===== config.mk =====
export PLATFORM = sky130hd
export DESIGN_NAME = diffusion_stage_reg
export DESIGN_NICKNAME = d
export VERILOG_FILES = /design/src/rtl/diffusion_stage_reg.sv
export SDC_FILE = /design/constraint.sdc
export NUM_CORES = 1
export LEC_CHECK = 0
export BUFFER_PORTS_ARGS = -buffer_cell sky130_fd_sc_hd__buf_2
export CAP_MARGIN = 10
export CORE_AREA = 2 2 255 257
export DETAILED_ROUTE_END_ITERATION = 8
export DIE_AREA = 0 0 257 259
export PLACE_DENSITY_LB_ADDON = 0.25
export SYNTH_ARGS = -nofsm -noshare
export SYNTH_HDL_FRONTEND = slang
export SYNTH_SLANG_ARGS = --single-unit

===== constraint.sdc =====
create_clock -name clock_i -period 2.17 [get_ports clock_i]
set_input_delay 0 -clock clock_i [delete_from_list [all_inputs] [get_ports clock_i]]
set_output_delay 0 -clock clock_i [all_outputs]
set_load 0.1 [all_outputs]

===== src/rtl/diffusion_stage_reg.sv =====
// rtl/diffusion_stage_reg.sv - ASCON linear diffusion layer (p_L) with registered valid/ready output
//
// Ports:
//   clock_i      in   system clock, rising edge
//   resetb_i     in   asynchronous active-low reset
//   registerS_i  in   substituted state, word k = registerS_i[k], bit 63 = MSB
//   valid_i      in   registerS_i/last_i valid
//   last_i       in   final round of the current permutation
//   ready_o      out  stage can accept this cycle
//   registerS_o  out  diffused state
//   valid_o      out  registerS_o/last_o valid
//   last_o       out  last_i travelling with its data
//   ready_i      in   downstream accepts this cycle
//
// SKID_EN=1 adds a one-entry skid register so ready_o comes straight from a flop;
// SKID_EN=0 uses a single output register and a combinational ready_o.

module diffusion_stage_reg #(
  parameter int SKID_EN = 1
) (
  input  logic            clock_i,
  input  logic            resetb_i,
  input  logic [4:0][63:0] registerS_i,
  input  logic            valid_i,
  input  logic            last_i,
  output logic            ready_o,
  output logic [4:0][63:0] registerS_o,
  output logic            valid_o,
  output logic            last_o,
  input  logic            ready_i
);

  function automatic logic [63:0] rotr(input logic [63:0] x, input int unsigned n);
    return (x >> n) | (x << (64 - n));
  endfunction

  logic [4:0][63:0] diffused;
  logic [4:0][63:0] out_data;
  logic             out_valid;
  logic             out_last;
  logic             accept;

  always_comb begin
    diffused    = '0;
    diffused[0] = registerS_i[0] ^ rotr(registerS_i[0], 19) ^ rotr(registerS_i[0], 28);
    diffused[1] = registerS_i[1] ^ rotr(registerS_i[1], 61) ^ rotr(registerS_i[1], 39);
    diffused[2] = registerS_i[2] ^ rotr(registerS_i[2], 1)  ^ rotr(registerS_i[2], 6);
    diffused[3] = registerS_i[3] ^ rotr(registerS_i[3], 10) ^ rotr(registerS_i[3], 17);
    diffused[4] = registerS_i[4] ^ rotr(registerS_i[4], 7)  ^ rotr(registerS_i[4], 41);
  end

  assign accept      = valid_i & ready_o;
  assign registerS_o = out_data;
  assign valid_o     = out_valid;
  assign last_o      = out_last;

  if (SKID_EN != 0) begin : g_skid
    logic [4:0][63:0] skid_data;
    logic             skid_last;
    logic             skid_full;

    // skid_full is a flop, so ready_o carries no combinational path from ready_i
    assign ready_o = ~skid_full;

    always_ff @(posedge clock_i or negedge resetb_i) begin
      if (!resetb_i) begin
        out_data  <= '0;
        out_valid <= 1'b0;
        out_last  <= 1'b0;
        skid_data <= '0;
        skid_last <= 1'b0;
        skid_full <= 1'b0;
      end else begin
        if (!out_valid || ready_i) begin
          // Output slot frees up: the older skid entry always goes first
          if (skid_full) begin
            out_data  <= skid_data;
            out_last  <= skid_last;
            out_valid <= 1'b1;
            skid_full <= 1'b0;
          end else if (accept) begin
            out_data  <= diffused;
            out_last  <= last_i;
            out_valid <= 1'b1;
          end else begin
            out_valid <= 1'b0;
          end
        end else if (accept) begin
          // Output stalled: park the word that was accepted under the old ready
          skid_data <= diffused;
          skid_last <= last_i;
          skid_full <= 1'b1;
        end
      end
    end
  end else begin : g_noskid
    assign ready_o = ~out_valid | ready_i;

    always_ff @(posedge clock_i or negedge resetb_i) begin
      if (!resetb_i) begin
        out_data  <= '0;
        out_valid <= 1'b0;
        out_last  <= 1'b0;
      end else begin
        if (accept) begin
          out_data  <= diffused;
          out_last  <= last_i;
          out_valid <= 1'b1;
        end else if (ready_i) begin
          out_valid <= 1'b0;
        end
      end
    end
  end

endmodule


### Yosys cells after proc, flatten, opt, wreduce, memory -nomap -nowiden

Cells that the tools add are included.

* multiplexer cells: 8
* reduce and logical (&&, ||, !) cells: 6
* bitwise gates (word level): 23

Operators by type and width (number)
* $mux 320: 2
* $xor 64x64->64: 10
* $or 23x64->64: 1
* $or 25x64->64: 1
* $or 3x64->64: 1
* $or 36x64->64: 1
* $or 45x64->64: 1
* $or 47x64->64: 1
* $or 54x64->64: 1
* $or 57x64->64: 1
* $or 58x64->64: 1
* $or 63x64->64: 1
* $mux 1: 6
* $reduce_and 2->1: 2
* $reduce_bool 2->1: 2
* $not 1->1: 2
* $and 1x1->1: 1
* $logic_not 1->1: 1
* $logic_or 1x1->1: 1

* output and inout port bits: 323
* input bits: 325
* word-level logic and storage cells: 51
* register bits after elaboration: 644

### Depth between registers and ports, before layout

* depth after elaboration: 5
* depth in mapped cells: 8
* depth with buffers taken out: 3

### Least setup slack after synthesis

Ideal clock, no wire load.

* path kind: flip-flop to flip-flop
* from: register out_valid, in the netlist valid_o
* to: register out_data (netlist bit registerS_o[271])
* stages on the path, launching flop included: 7
* clock period less this slack: 2.057 ns
* path buffers: 3
* arrival time: 1.914 ns
* slack: 0.113 ns
* data required time: 2.027 ns
* cell sequence: dfrtp_1 -> nand2b_1 -> buf_2 -> nand3_1 -> buf_2 -> buf_2 -> o221ai_1

* cells in the longest elaborated chain, start to end: 3

Ends and longest elaborated chain
* start: declaration: RTL line 39 `logic out_valid;`
* start signal: assignment: RTL line 68 `out_valid <= 1'b0;`
* start signal: assignment: RTL line 79 `out_valid <= 1'b1;`
* start signal: assignment: RTL line 84 `out_valid <= 1'b1;`
* $logic_not 1->1: RTL line 74 `if (!out_valid || ready_i) begin`
* $logic_or 1x1->1: RTL line 74
* $reduce_and 2->1 (no source line)
* end signal: assignment: RTL line 77 `out_data <= skid_data;`
* end signal: assignment: RTL line 82 `out_data <= diffused;`
* end: declaration: RTL line 38 `logic [4:0][63:0] out_data;`

No other way between the ends.
A chain may end at the register's enable or synchronous reset.

### Worst setup path in the final report

* from: register g_skid.skid_full
* to: register g_skid.skid_data[210] (netlist bit)

* cells in the longest elaborated chain, start to end: 3

Ends and longest elaborated chain
* start: declaration: RTL line 60 `logic skid_full;`
* start signal: assignment: RTL line 72 `skid_full <= 1'b0;`
* start signal: assignment: RTL line 80 `skid_full <= 1'b0;`
* start signal: assignment: RTL line 92 `skid_full <= 1'b1;`
* $not 1->1: RTL line 63 `assign ready_o = ~skid_full;`
* $and 1x1->1: RTL line 52 `assign accept = valid_i & ready_o;`
* $reduce_and 2->1 (no source line)
* end signal: assignment: RTL line 90 `skid_data <= diffused;`
* end: declaration: RTL line 58 `logic [4:0][63:0] skid_data;`

No other way between the ends.

==> results.sh <==
export IMPL_via_per_inst=5.56
export IMPL_fillers=4437
export IMPL_rsz0062_at_grt="false"
export IMPL_r2r_cells=5
export IMPL_power_density_nw_per_um2=1180
export IMPL_setup_viol=0
export IMPL_dp_hpwl_um=69600
export IMPL_critPathTopFamily="buffers and inverters"
export IMPL_critPathLaunchType="flop"
export IMPL_setup_tns_ps=0
export IMPL_worstPathRequired_ps=2590
export IMPL_path_clk_slew_ps=60
export IMPL_worst_setup_path_type="flop to flop"
export IMPL_vias=28000
export IMPL_cp_slowest_cell="buf_12"
export IMPL_antenna_found_initial=5
export IMPL_wirelength_um=110000
export IMPL_maxSlewViolCount=0
export IMPL_fp_row_count=93
export IMPL_critPathLaunch="g_skid.skid_full"
export IMPL_path_common_cell="buf_12"
export IMPL_relSlewSlack_pct=43.2
export IMPL_core_area_sq_um=63900
export IMPL_fin_crit_sh_pct=94.6
export IMPL_clock_sinks=644
export IMPL_fp_dieH_um=259
export IMPL_crit_end="g_skid.skid_data[210]"
export IMPL_root_buffer="clkbuf_16"
export IMPL_synth_area_sq_um=33300
export IMPL_grt_use_total_pct=32.6
export IMPL_worstMarginPinSlew_ps=852
export IMPL_cts_tree="yes"
export IMPL_grt_pass1_wl_um=170000
export IMPL_hold_path_class="input pin to flop"
export IMPL_end_kind="flop"
export IMPL_yosysWarnings=0
export IMPL_p_leak_nw=19.9
export IMPL_detail_route_iter0_violations=2319
export IMPL_numCtsBuffers=70
export IMPL_dp_cells=4458
export IMPL_layout_commonest_cell="buf_2"
export IMPL_drc=0
export IMPL_rrSetupSlack_ps=120
export IMPL_syn_inst=3111
export IMPL_ant_nets=0
export IMPL_critPathMaxStageDelay_ps=410
export IMPL_regArea_sq_um=16100
export IMPL_grt_max_degree=174
export IMPL_path_cells="buf_4 -> nand4bb_4 -> buf_12 -> buf_12 -> o21ai_0"
export IMPL_final_cell_mix="buf_2 (646), dfrtp_1 (643), dlygate4sd3_1 (452)"
export IMPL_irDropWorstVdd_mv=1.15
export IMPL_crit_fanout=173
export IMPL_clock_latency_ps=600
export IMPL_port_buffers=647
export IMPL_cap_violations=0
export IMPL_first_global_vias=29000
export IMPL_die_width_um=257
export IMPL_multi_input_area_sq_um=14700
export IMPL_fin_skew_ps=24.5
export IMPL_cp_num_cells=5
export IMPL_arrival_ps=2470
export IMPL_avgSynthCellArea_sq_um=10.7
export IMPL_max_freq_mhz=487
export IMPL_cts_resized_gates=0
export IMPL_first_pass_iters=5
export IMPL_layout_min_cycle_time_ps=2050
export IMPL_die_area_sq_um=66600
export IMPL_status="completed"
export IMPL_wire_per_inst_um=21.8
export IMPL_start_util_pct=52.2
export IMPL_finalHoldViolCount=0
export IMPL_grt_overflow=0
export IMPL_reg2reg_from="g_skid.skid_full"
export IMPL_path_buf_inv=3
export IMPL_synthesis_nets=3436
export IMPL_drive_gt1_share_pct=26.5
export IMPL_synth_seq_cells=644
export IMPL_cts_buffer_depth=3
export IMPL_ys_types=22
export IMPL_finalNonFillerCells=5034
export IMPL_ys_seq_area_share_pct=48.4
export IMPL_r2r_end="g_skid.skid_data[210]"
export IMPL_htreeDepth=3
export IMPL_final_nets=4453
export IMPL_gp_congestion=0.946
export IMPL_area_delta_synth_final_pct=32.3
export IMPL_ioPinCount=648
## flip-flops by register name, summed over array words and instances (netlist names)
signal,cells
last_o,1
g_skid.skid_data,320
g_skid.skid_last,1
registerS_o,320
valid_o,1
g_skid.skid_full,1
## worst min-delay path, cell delays in order
cell and delay (ps):
buf_2 120, xor2_1 80, xnor2_1 230, o221ai_2 160
## cell usage after synthesis
cell,number,share of area [%]
a21oi_1,2,0.030
and2_1,1,0.019
buf_1,1,0.011
buf_2,49,0.74
buf_4,2,0.045
buf_6,56,1.9
clkbuf_1,106,1.2
dfrtp_1,644,48
inv_1,321,3.6
mux2_2,1,0.034
mux2i_1,1,0.030
nand2_1,321,3.6
nand2b_1,1,0.019
nand3_1,321,4.8
nand4bb_1,1,0.034
nor2_1,2,0.023
o21ai_0,320,4.8
o221ai_1,30,0.79
o221ai_2,290,13
or2_1,1,0.019
xnor2_1,320,8.4
xor2_1,320,8.4
## area by class of cell
| cell class | instances | share of cell area [%] |
|---|---|---|
| diodes | 3 | 0.0170 |
| clock buffers | 104 | 4.77 |
| clock inverters | 16 | 0.409 |
| inverters | 321 | 2.73 |
| multi-input cells | 1932 | 33.4 |
| flip-flops and latches | 644 | 36.6 |
| well taps | 855 | 2.43 |
| repair buffers | 1159 | 19.6 |
## per-layer routing
layer,GRT usage [%],vias to the layer above,wire length [um]
met3,7.29,396,8580
met1,40.2,13600,41600
met2,53.0,1364,52900
met5,0,-,36
li1,-,12600,-
met4,19.0,6,6760
## worst min path at each step
stage	from	end	slack, ps	cells after the start
global route	registerS_i[77]	registerS_o[77]	30	4
finish	registerS_i[224]	registerS_o[207]	40	4
CTS	registerS_i[83]	registerS_o[108]	0.2	4
global placement	resetb_i	g_skid.skid_data[215]	10	1
floorplan	resetb_i	g_skid.skid_data[0]	-300	0
detailed placement	resetb_i	g_skid.skid_data[215]	9	1
## cells by family after synthesis
| logic type | synth area share (%) |
|---|---|
| xor+xnor | 16.8 |
| compound gates | 18.7 |
| mux | 0.0638 |
| buf+inv | 7.50 |
| simple gates | 8.55 |
| flops | 48.4 |
## per-stage QoR
stage | utilization, % | worst slack, ps | hold slack [ps] | total power (W) | instance area [sq um]
after CTS | 69.0 | 151 | 0.182 | 0.0517 | 44100
final | 69.0 | 118 | 44.1 | 0.0518 | 44100
after detailed placement | 58.3 | 158 | 8.68 | 0.0387 | 37300
after global routing | 69.0 | 21.8 | 29.5 | 0.0538 | 44100
after global placement | 58.3 | 191 | 13.8 | 0.0384 | 37300
after floorplan | - | 113 | -296 | 0.0338 | 33300
## timing repair
action                    4_1_cts  5_1_grt
buffers inserted                0        0
hold endpoints to repair     1285        0
hold buffers                  453        0
## where the power goes
part | total (W) | leakage [nW] | switching (W) | internal [W]
clock network | 0.0119 | 1.13 | 0.00487 | 0.00706
logic | 0.0228 | 10.7 | 0.0174 | 0.00535
registers | 0.0171 | 8.03 | 0.00204 | 0.0150
total | 0.0518 | 19.9 | 0.0244 | 0.0275
(Power assumes the default switching activity.)
